`config.mk`:
```
export PLATFORM = sky130hd
export DESIGN_NAME = cp_demux_1_to_2_stream_32b
export DESIGN_NICKNAME = d
export VERILOG_FILES = /design/src/rtl/cp_demux_pkg.sv /design/src/rtl/cp_demux_chan_fifo.sv /design/src/rtl/cp_demux_1_to_2_stream_32b.sv
export SDC_FILE = /design/constraint.sdc
export NUM_CORES = 1
export LEC_CHECK = 0
export ABC_AREA = 0
export CAP_MARGIN = 15
export CORE_UTILIZATION = 57
export CTS_CLUSTER_DIAMETER = 150
export DETAILED_ROUTE_END_ITERATION = 8
export PLACE_DENSITY = 0.84
export SLEW_MARGIN = 15
export SYNTH_ARGS = -nofsm -noshare
export SYNTH_HDL_FRONTEND = slang
export SYNTH_HIERARCHICAL = 1
export SYNTH_SLANG_ARGS = --single-unit
```
`constraint.sdc`:
```
create_clock -name i_clk -period 8.35 [get_ports i_clk]
set_clock_uncertainty 0.15 [all_clocks]
set_input_delay 1.67 -clock i_clk [delete_from_list [all_inputs] [get_ports i_clk]]
set_output_delay 1.67 -clock i_clk [all_outputs]
set_load 0.01 [all_outputs]
```
`src/rtl/cp_demux_pkg.sv`:
```
// rtl/cp_demux_pkg.sv - shared defaults and channel index type for the 1-to-2 stream demux
package cp_demux_pkg;

  localparam int DATA_WIDTH_DEF = 32;
  localparam int DEPTH_DEF      = 2;
  localparam int CNT_WIDTH_DEF  = 16;

  // Destination channel selector; one bit is enough for a 1-to-2 split.
  typedef logic chan_idx_t;

  localparam chan_idx_t CH0 = 1'b0;
  localparam chan_idx_t CH1 = 1'b1;

endpackage

```
`src/rtl/cp_demux_chan_fifo.sv`:
```
// rtl/cp_demux_chan_fifo.sv - per-channel synchronous FIFO with delivery counter
module cp_demux_chan_fifo
  import cp_demux_pkg::*;
#(
  parameter int DATA_WIDTH = DATA_WIDTH_DEF,
  parameter int DEPTH      = DEPTH_DEF,
  parameter int CNT_WIDTH  = CNT_WIDTH_DEF
) (
  input  logic                  clk,
  input  logic                  rst_n,
  input  logic                  push,
  input  logic [DATA_WIDTH-1:0] data,
  input  logic                  ready,
  output logic                  full,
  output logic                  empty,
  output logic                  valid,
  output logic [DATA_WIDTH-1:0] head,
  output logic [CNT_WIDTH-1:0]  cnt
);

  localparam int AW = (DEPTH > 1) ? $clog2(DEPTH) : 1;
  localparam int OW = AW + 1;
  localparam logic [OW-1:0] FULL_OCC = OW'(DEPTH);

  logic [DATA_WIDTH-1:0] mem [DEPTH];
  logic [AW-1:0]         wr_ptr;
  logic [AW-1:0]         rd_ptr;
  logic [OW-1:0]         occ;
  logic [DATA_WIDTH-1:0] last_head;
  logic [CNT_WIDTH-1:0]  cnt_q;
  logic                  do_push;
  logic                  do_pop;

  assign full  = (occ == FULL_OCC);
  assign empty = (occ == '0);
  assign valid = !empty;

  // A full FIFO refuses pushes even while popping: no bypass path.
  assign do_push = push && !full;
  assign do_pop  = !empty && ready;

  // While empty the head shows the last word that was visible (zero after reset).
  assign head = empty ? last_head : mem[rd_ptr];
  assign cnt  = cnt_q;

  // Storage array; contents are qualified by occupancy so no reset is needed.
  always_ff @(posedge clk) begin
    if (do_push) begin
      mem[wr_ptr] <= data;
    end
  end

  // Pointers and occupancy; power-of-two depth lets the pointers wrap naturally.
  always_ff @(posedge clk or negedge rst_n) begin
    if (!rst_n) begin
      wr_ptr <= '0;
      rd_ptr <= '0;
      occ    <= '0;
    end else begin
      if (do_push) begin
        wr_ptr <= wr_ptr + AW'(1);
      end
      if (do_pop) begin
        rd_ptr <= rd_ptr + AW'(1);
      end
      case ({do_push, do_pop})
        2'b10:   occ <= occ + OW'(1);
        2'b01:   occ <= occ - OW'(1);
        default: occ <= occ;
      endcase
    end
  end

  // Remember the visible head so the output holds once the FIFO drains.
  always_ff @(posedge clk or negedge rst_n) begin
    if (!rst_n) begin
      last_head <= '0;
    end else if (!empty) begin
      last_head <= mem[rd_ptr];
    end
  end

  // Delivery counter wraps modulo 2^CNT_WIDTH.
  always_ff @(posedge clk or negedge rst_n) begin
    if (!rst_n) begin
      cnt_q <= '0;
    end else if (do_pop) begin
      cnt_q <= cnt_q + CNT_WIDTH'(1);
    end
  end

endmodule

```
`src/rtl/cp_demux_1_to_2_stream_32b.sv`:
```
// rtl/cp_demux_1_to_2_stream_32b.sv - registered 1-to-2 stream demux with per-channel FIFOs
module cp_demux_1_to_2_stream_32b
  import cp_demux_pkg::*;
#(
  parameter int DATA_WIDTH = DATA_WIDTH_DEF,
  parameter int DEPTH      = DEPTH_DEF,
  parameter int CNT_WIDTH  = CNT_WIDTH_DEF
) (
  input  logic                  i_clk,
  input  logic                  i_rst_n,
  input  logic                  i_en,
  input  logic                  i_valid,
  output logic                  o_ready,
  input  logic                  i_sel,
  input  logic [DATA_WIDTH-1:0] i_data,
  output logic [DATA_WIDTH-1:0] o_y0,
  output logic [DATA_WIDTH-1:0] o_y1,
  output logic                  o_valid0,
  output logic                  o_valid1,
  input  logic                  i_ready0,
  input  logic                  i_ready1,
  output logic [CNT_WIDTH-1:0]  o_cnt0,
  output logic [CNT_WIDTH-1:0]  o_cnt1
);

  chan_idx_t sel;
  logic      full0;
  logic      full1;
  logic      empty0;
  logic      empty1;
  logic      sel_full;
  logic      accept;
  logic      push0;
  logic      push1;

  assign sel = chan_idx_t'(i_sel);

  // Steering: readiness depends only on the disable and the selected FIFO's fullness,
  // never on i_valid or the consumer readies.
  always_comb begin
    sel_full = (sel == CH1) ? full1 : full0;
    o_ready  = !i_en && !sel_full;
    accept   = i_valid && o_ready;
    push0    = accept && (sel == CH0);
    push1    = accept && (sel == CH1);
  end

  cp_demux_chan_fifo #(
    .DATA_WIDTH (DATA_WIDTH),
    .DEPTH      (DEPTH),
    .CNT_WIDTH  (CNT_WIDTH)
  ) u_chan0 (
    .clk   (i_clk),
    .rst_n (i_rst_n),
    .push  (push0),
    .data  (i_data),
    .ready (i_ready0),
    .full  (full0),
    .empty (empty0),
    .valid (o_valid0),
    .head  (o_y0),
    .cnt   (o_cnt0)
  );

  cp_demux_chan_fifo #(
    .DATA_WIDTH (DATA_WIDTH),
    .DEPTH      (DEPTH),
    .CNT_WIDTH  (CNT_WIDTH)
  ) u_chan1 (
    .clk   (i_clk),
    .rst_n (i_rst_n),
    .push  (push1),
    .data  (i_data),
    .ready (i_ready1),
    .full  (full1),
    .empty (empty1),
    .valid (o_valid1),
    .head  (o_y1),
    .cnt   (o_cnt1)
  );

endmodule

```
==> out/metrics.csv, run 1 <==
metric,value,unit
run status,finished with violations,
failing checks,design-rule violations,
Pwr Density,370.2,nW/um2
family with the most delay on the worst path,buffers and inverters,
largest family of logic cells by synthesized area,multiplexers,
std cell rows,44,
area occupied by multi-input gates,2086,um2
final hold violations,0,
Critical Path RT,6.53,ns
first-pass GRT wire length,27780,um
Crit Reg-Reg Startpoint,u_chan1/occ[0]$_DFFE_PN0P_,
post-CTS setup buffer count,0,
post-synthesis compound-gate area fraction,4.196,%
multiplexer share of the synthesized area,7.616,%
GR Util All Layers,22.98,%
Vias/cell,5.437,
syn avg cell area,15.38,um2
Chip Width,125.6,um
"FF+latch count, synth",232,
Least-Margin Pin Slew,1.167,ns
crit-path cells,"or2_2, inv_2, o21ai_0, clkdlybuf4s50_1",
CTS tree,done,
die height,125.6,um
initial antenna violation count,0,
CP Capture Type,primary output,
full die area,15770,um2
I/O pins,138,
maximum vdd ir drop,0.0002651,V
maximum capacitance violations,0,
DR vias,4937,
syn nets,609,
Final Wtd Congestion,0.7995,
RSZ-0062 raised after global routing,false,
Final setup viols,0,
Hold Crit Class,flop to flop,
adder-cell area share of the yosys netlist,0.5748,%
reg2reg end,u_chan1/mem[0][27]$_DFFE_PP_,
antenna diode count,0,
"Seq/Total Area, Yosys",74.03,%
Worst Setup EP,o_y0[16],
clk sinks,232,
"reg-to-reg slack, setup",5.64,ns
xor and xnor area share after synthesis,4.024,%
hold_buf cts,0,
CP max-delay cell,inv_2,
clock-pin slew on the worst setup and hold paths,0.06,ns
clock latency on the worst-skew pair,0.52,ns
first-pass iteration count of the detailed router,7,
Congestion Overflow GR,0,
largest net degree at the start of global routing,65,
Inst Count DP,866,
H-Tree Level Count,1,
synthesized cell area,8707,um2
"Gates resized, CTS repair",0,
# port buffers,137,
crit share post-route,59.01,%
DRC,8,
crit path buf inv count,2,
cell count along the critical path,4,
critical path startpoint category,flop,
CTS Buffer Depth,3,
Slew HR,22.17,%
R2R depth,5,
nets,750,
Starting Density,59.24,%
max frequency,202.9,MHz
core area,14700,um2
number of fill cells in the layout,889,
routed len/inst,19.33,um
Layout area overhead,26.46,%
Initial DRC Count,285,
DPL Wire Length,10010,um
Max stage delay on crit path,0.74,ns
Pleak,4.302,nW
"Slew Viols, Final",0,
Clock Tree Root,clkbuf_16,
number of cells produced by synthesis,566,
DRT antenna net count,0,
Final Instance Count excl. Fillers,908,
CP Data Arrival Time,3.11,ns
simple-gate area share of the yosys netlist,7.343,%
Sum Neg Setup Slack,0,ns
fraction of layout cells with a size suffix above 1,8.564,%
Setup crit start,u_chan0/occ[1]$_DFFE_PN0P_,
min cycle time layout,4.928,ns
WL final,17550,um
register area,6449,um2
Worst Setup Path Type,flop to primary output,
Yosys cell types,29,
Synthesis Warnings,6,
CTS Buf Count,23,
number of global-route vias before repair,5209,
worst-path maximum fanout,64,
-- layer usage --
metal	vias up	track usage [%]	wire, um
met5	-	0	0
li1	2297	-	-
met2	186	39.35	8875
met1	2422	29.19	7140
met3	32	5.049	1046
met4	0	7.747	488
-- final cells by class --
type	instances	area share, %
Inverter	8	0.2727
Sequential cell	232	58.57
Tap cell	184	2.091
Clock inverter	14	1.955
Timing Repair Buffer	138	12.50
Multi-Input combinational cell	304	18.94
Clock buffer	28	5.670
-- synth_stat cells --
cell type / number / share of area [%]
nand4_2: 2 / 0.29
edfxtp_1: 128 / 44
nor2b_1: 1 / 0.072
nor3_4: 4 / 0.75
or2_2: 2 / 0.14
xor2_1: 12 / 1.2
nor4bb_4: 1 / 0.29
clkbuf_1: 2 / 0.086
and3_1: 8 / 0.57
xnor2_1: 28 / 2.8
o21ai_0: 64 / 3.7
nor2_1: 8 / 0.34
buf_4: 2 / 0.17
nor3_1: 4 / 0.23
ha_1: 4 / 0.57
buf_2: 8 / 0.46
nand2b_1: 2 / 0.14
a211oi_2: 1 / 0.14
buf_6: 8 / 1.0
mux2i_1: 64 / 7.4
nor4b_2: 1 / 0.17
nand3_1: 8 / 0.46
inv_1: 8 / 0.34
clkbuf_2: 2 / 0.11
mux2_2: 2 / 0.26
nand4_1: 6 / 0.43
nand2_1: 80 / 3.4
dfrtp_1: 104 / 30
o21ai_4: 2 / 0.37
-- per-stage QoR --
step	hold WS (ns)	total power [mW]	area (um2)	worst slack (ns)	utilization (%)
floorplan	0.3108	2.310	8707	4.343	-
global placement	0.3114	2.920	10170	3.536	69.19
detailed placement	0.3131	2.969	10170	3.519	69.19
CTS	0.3247	4.115	11010	3.391	74.91
global route	0.3278	4.265	11010	3.194	74.91
finish	0.3213	4.076	11010	3.423	74.91
-- report_power, final --
part / total (mW) / switching, mW / internal [mW]
registers: 1.69 / 0.222 / 1.47
clock network: 1.12 / 0.425 / 0.691
logic: 1.27 / 0.620 / 0.648
-- logic make-up (layout without fill, tap and decap cells) --
logic type               count (synthesis)  count (layout)
AO/OA/AOI/OAI                           67              67
adder cells (fa/ha/maj)                  4               4
XOR/XNOR                                40              40
AND/OR/NAND/NOR                        127             127
flip-flops                             232             232
buffers and inverters                   30             188
multiplexers                            66              66
-- state kept, by name (all words and copies together), names as in the netlist --
register           flops
u_chan0/mem           64
u_chan1/mem           64
u_chan0/last_head     32
u_chan1/last_head     32
u_chan0/cnt           16
u_chan1/cnt           16
u_chan0/occ            2
u_chan1/occ            2
u_chan0/rd_ptr         1
u_chan0/wr_ptr         1
u_chan1/rd_ptr         1
u_chan1/wr_ptr         1
-- worst min-delay path by stage --
stage / startpoint / endpoint / slack (ns) / cells after the start
floorplan: u_chan0/wr_ptr$_DFFE_PN0N_ / u_chan0/wr_ptr$_DFFE_PN0N_ / 0.31 / 1
global placement: u_chan1/cnt[15]$_DFFE_PN0P_ / u_chan1/cnt[15]$_DFFE_PN0P_ / 0.31 / 1
detailed placement: u_chan1/cnt[15]$_DFFE_PN0P_ / u_chan1/cnt[15]$_DFFE_PN0P_ / 0.31 / 1
CTS: u_chan1/cnt[15]$_DFFE_PN0P_ / u_chan1/cnt[15]$_DFFE_PN0P_ / 0.32 / 1
global route: u_chan1/cnt[15]$_DFFE_PN0P_ / u_chan1/cnt[15]$_DFFE_PN0P_ / 0.33 / 1
finish: u_chan1/cnt[15]$_DFFE_PN0P_ / u_chan1/cnt[15]$_DFFE_PN0P_ / 0.32 / 1
-- layout by cell type, fill, tap and decap left out, types with 2 or more instances in the layout --
| cell type | n |
|---|---|
| and3_1 | 6 |
| and3_2 | 2 |
| buf_4 | 2 |
| bufinv_16 | 5 |
| clkbuf_1 | 2 |
| clkbuf_16 | 23 |
| clkbuf_8 | 3 |
| clkdlybuf4s50_1 | 136 |
| clkinv_1 | 3 |
| clkinv_2 | 2 |
| clkinvlp_4 | 2 |
| dfrtp_1 | 102 |
| dfrtp_2 | 2 |
| edfxtp_1 | 128 |
| ha_1 | 4 |
| inv_1 | 6 |
| inv_2 | 2 |
| mux2_2 | 2 |
| mux2i_1 | 64 |
| nand2_1 | 80 |
| nand2b_1 | 2 |
| nand3_1 | 8 |
| nand4_1 | 6 |
| nand4_2 | 2 |
| nor2_1 | 6 |
| nor2_4 | 2 |
| nor3_1 | 4 |
| nor3_4 | 4 |
| o21ai_0 | 64 |
| o21ai_4 | 2 |
| or2_2 | 2 |
| xnor2_1 | 28 |
| xor2_1 | 12 |
(Power assumes the default switching activity.)
==> inputs of run 2 (changes only) <==
CORE_UTILIZATION = 48   (was 57)
PLACE_DENSITY = 0.75   (was 0.84)
clock period = 3.95 ns   (was 8.35 ns; I/O delays follow)
==> run 2 against run 1 <==
Effect of this change: the run now ends clean; register-to-register slack worse by 4.2 ns; via count is 0.28% lower; non-clock buffer count is 11 higher; setup slack worse by 3.1 ns; design area is 2.1% higher; power is 110% higher; utilization is 11 points lower; sequential share of layout area is 1.2 points lower; worst hold slack worse by 0.12 ns; critical endpoint is now o_y1[1].
==> out/metrics.csv, run 2 (synthesis gave the netlist of run 1 again) <==
metric,value,unit,change
fraction of layout cells with a size suffix above 1,10.18,%,+1.6 points
CP Capture Type,primary output,,
maximum capacitance violations,0,,unchanged
core area,17480,um2,+19%
Pwr Density,772.2,nW/um2,+110%
first-pass GRT wire length,26730,um,-3.8%
GR Util All Layers,18.89,%,-4.1 points
number of fill cells in the layout,1231,,+38%
CP Data Arrival Time,2.71,ns,-0.40 ns
std cell rows,48,,+9.1%
clock-pin slew on the worst setup and hold paths,0.06,ns,about the same
Hold WS,0.1982,ns,-0.1231 ns
RSZ-0062 raised after global routing,false,,
largest net degree at the start of global routing,84,,+29%
"most common cell after layout, fill and taps aside",clkdlybuf4s50_1,,
Final Wtd Congestion,0.7903,,-1.2%
run status,completed,,
hold_buf cts,0,,unchanged
die height,136.7,um,+8.8%
worst-path maximum fanout,38,,-41%
Initial DRC Count,241,,-15%
Chip Width,136.7,um,+8.8%
final hold violations,0,,unchanged
Sum Neg Setup Slack,0,ns,unchanged
routed len/inst,17.74,um,-8.2%
critical path startpoint category,flop,,
min cycle time layout,3.653,ns,
Congestion Overflow GR,0,,unchanged
DRC,0,,-8
Vias/cell,5.117,,-5.9%
"commonest non-fill, non-tap cells in the layout","clkdlybuf4s50_1 (136), edfxtp_1 (128), dfrtp_1 (102), nand2_1 (80)",,
max frequency,273.8,MHz,
Slew HR,46.61,%,+24 points
CTS tree,done,,
initial antenna violation count,1,,+1
# port buffers,137,,unchanged
maximum vdd ir drop,0.0006041,V,+130%
post-CTS setup buffer count,0,,unchanged
antenna diode count,0,,unchanged
CTS Buffer Depth,3,,unchanged
"Gates resized, CTS repair",0,,unchanged
Least-Margin Pin Slew,0.8009,ns,-0.3666 ns
full die area,18680,um2,+18%
Final setup viols,0,,unchanged
CTS Buf Count,24,,+4.3%
Largest regs,"u_chan0/mem: 64 flops, u_chan1/mem: 64 flops",,
Layout area overhead,29.06,%,
"Slew Viols, Final",0,,unchanged
clk sinks,232,,unchanged
Pleak,4.401,nW,+2.3%
H-Tree Level Count,1,,unchanged
Clock Tree Root,clkbuf_16,,
DRT antenna net count,0,,unchanged
nets,762,,+1.6%
Worst Setup Path Type,flop to primary output,,
clock latency on the worst-skew pair,0.52,ns,about the same
Critical Path RT,3.01,ns,-3.52 ns
crit share post-route,92.48,%,
number of global-route vias before repair,5073,,-2.6%
Hold Crit Class,input pin to asynchronous set/reset pin,,
DR vias,4923,,-0.28%
first-pass iteration count of the detailed router,4,,-3
I/O pins,138,,unchanged
WL final,17070,um,-2.8%
Starting Density,49.82,%,-9.4 points
DPL Wire Length,11040,um,+10%
-- run 2: per-stage QoR --
stage	power, mW	setup WS, ns	instance area (um2)	instances	util (%)
after CTS	8.783	0.1007	11230	962	64.26
final	8.677	0.2972	11240	962	64.30
after detailed placement	6.378	0.6826	10370	918	59.32
after global routing	9.113	0.1548	11240	962	64.30
after floorplan	4.883	0.8230	8707	566	-
after global placement	6.288	0.7322	10370	918	59.32
-- run 2: worst max-delay path, stage by stage, from the launching register on --
cell and delay, ns:
dfrtp_1 0.45, or2_2 0.36, inv_4 0.25, buf_12 0.23
nand2_1 0.09, o21ai_0 0.19, clkdlybuf4s50_1 0.62
-- run 2: power by group --
group          leakage, nW  internal [mW]  switching (mW)
sequential            2.44           3.11           0.307
clock                0.425           1.48           0.889
combinational         1.53           1.45            1.45
-- run 2: layout make-up --
class / instances / area, um2 / share of cell area (%)
clock buffer: 33 / 684.4 / 6.091
clock inverter: 11 / 178.9 / 1.592
inverter: 8 / 32.53 / 0.2895
multi-input combinational: 304 / 2086 / 18.56
sequential: 232 / 6449 / 57.39
tap: 225 / 281.5 / 2.505
timing repair buffer: 149 / 1525 / 13.57
-- run 2: layer usage --
metal,part of all wire [%],track usage (%),up-vias
met3,6.3,4.296,22
met1,42,24.23,2432
met5,0,0,-
met4,1.6,4.383,0
met2,50,32.60,139
li1,-,-,2330
-- run 2: final timing paths --
check                                       startpoint                        endpoint  slack (ns)  cells after the start
setup / recovery            u_chan1/occ[0]$_DFFE_PN0P_                         o_y1[1]        0.30                      6
min in group i_clk         u_chan0/cnt[15]$_DFFE_PN0P_     u_chan0/cnt[15]$_DFFE_PN0P_        0.32                      1
hold / removal                                 i_rst_n     u_chan0/cnt[10]$_DFFE_PN0P_        0.20                      1
setup reg to reg            u_chan1/occ[0]$_DFFE_PN0P_     u_chan1/mem[0][9]$_DFFE_PP_        1.46                      6
hold reg to reg            u_chan0/cnt[15]$_DFFE_PN0P_     u_chan0/cnt[15]$_DFFE_PN0P_        0.32                      1
max in group asynchronous                      i_rst_n  u_chan1/last_head[1]$_DFF_PN0_        2.60                      2
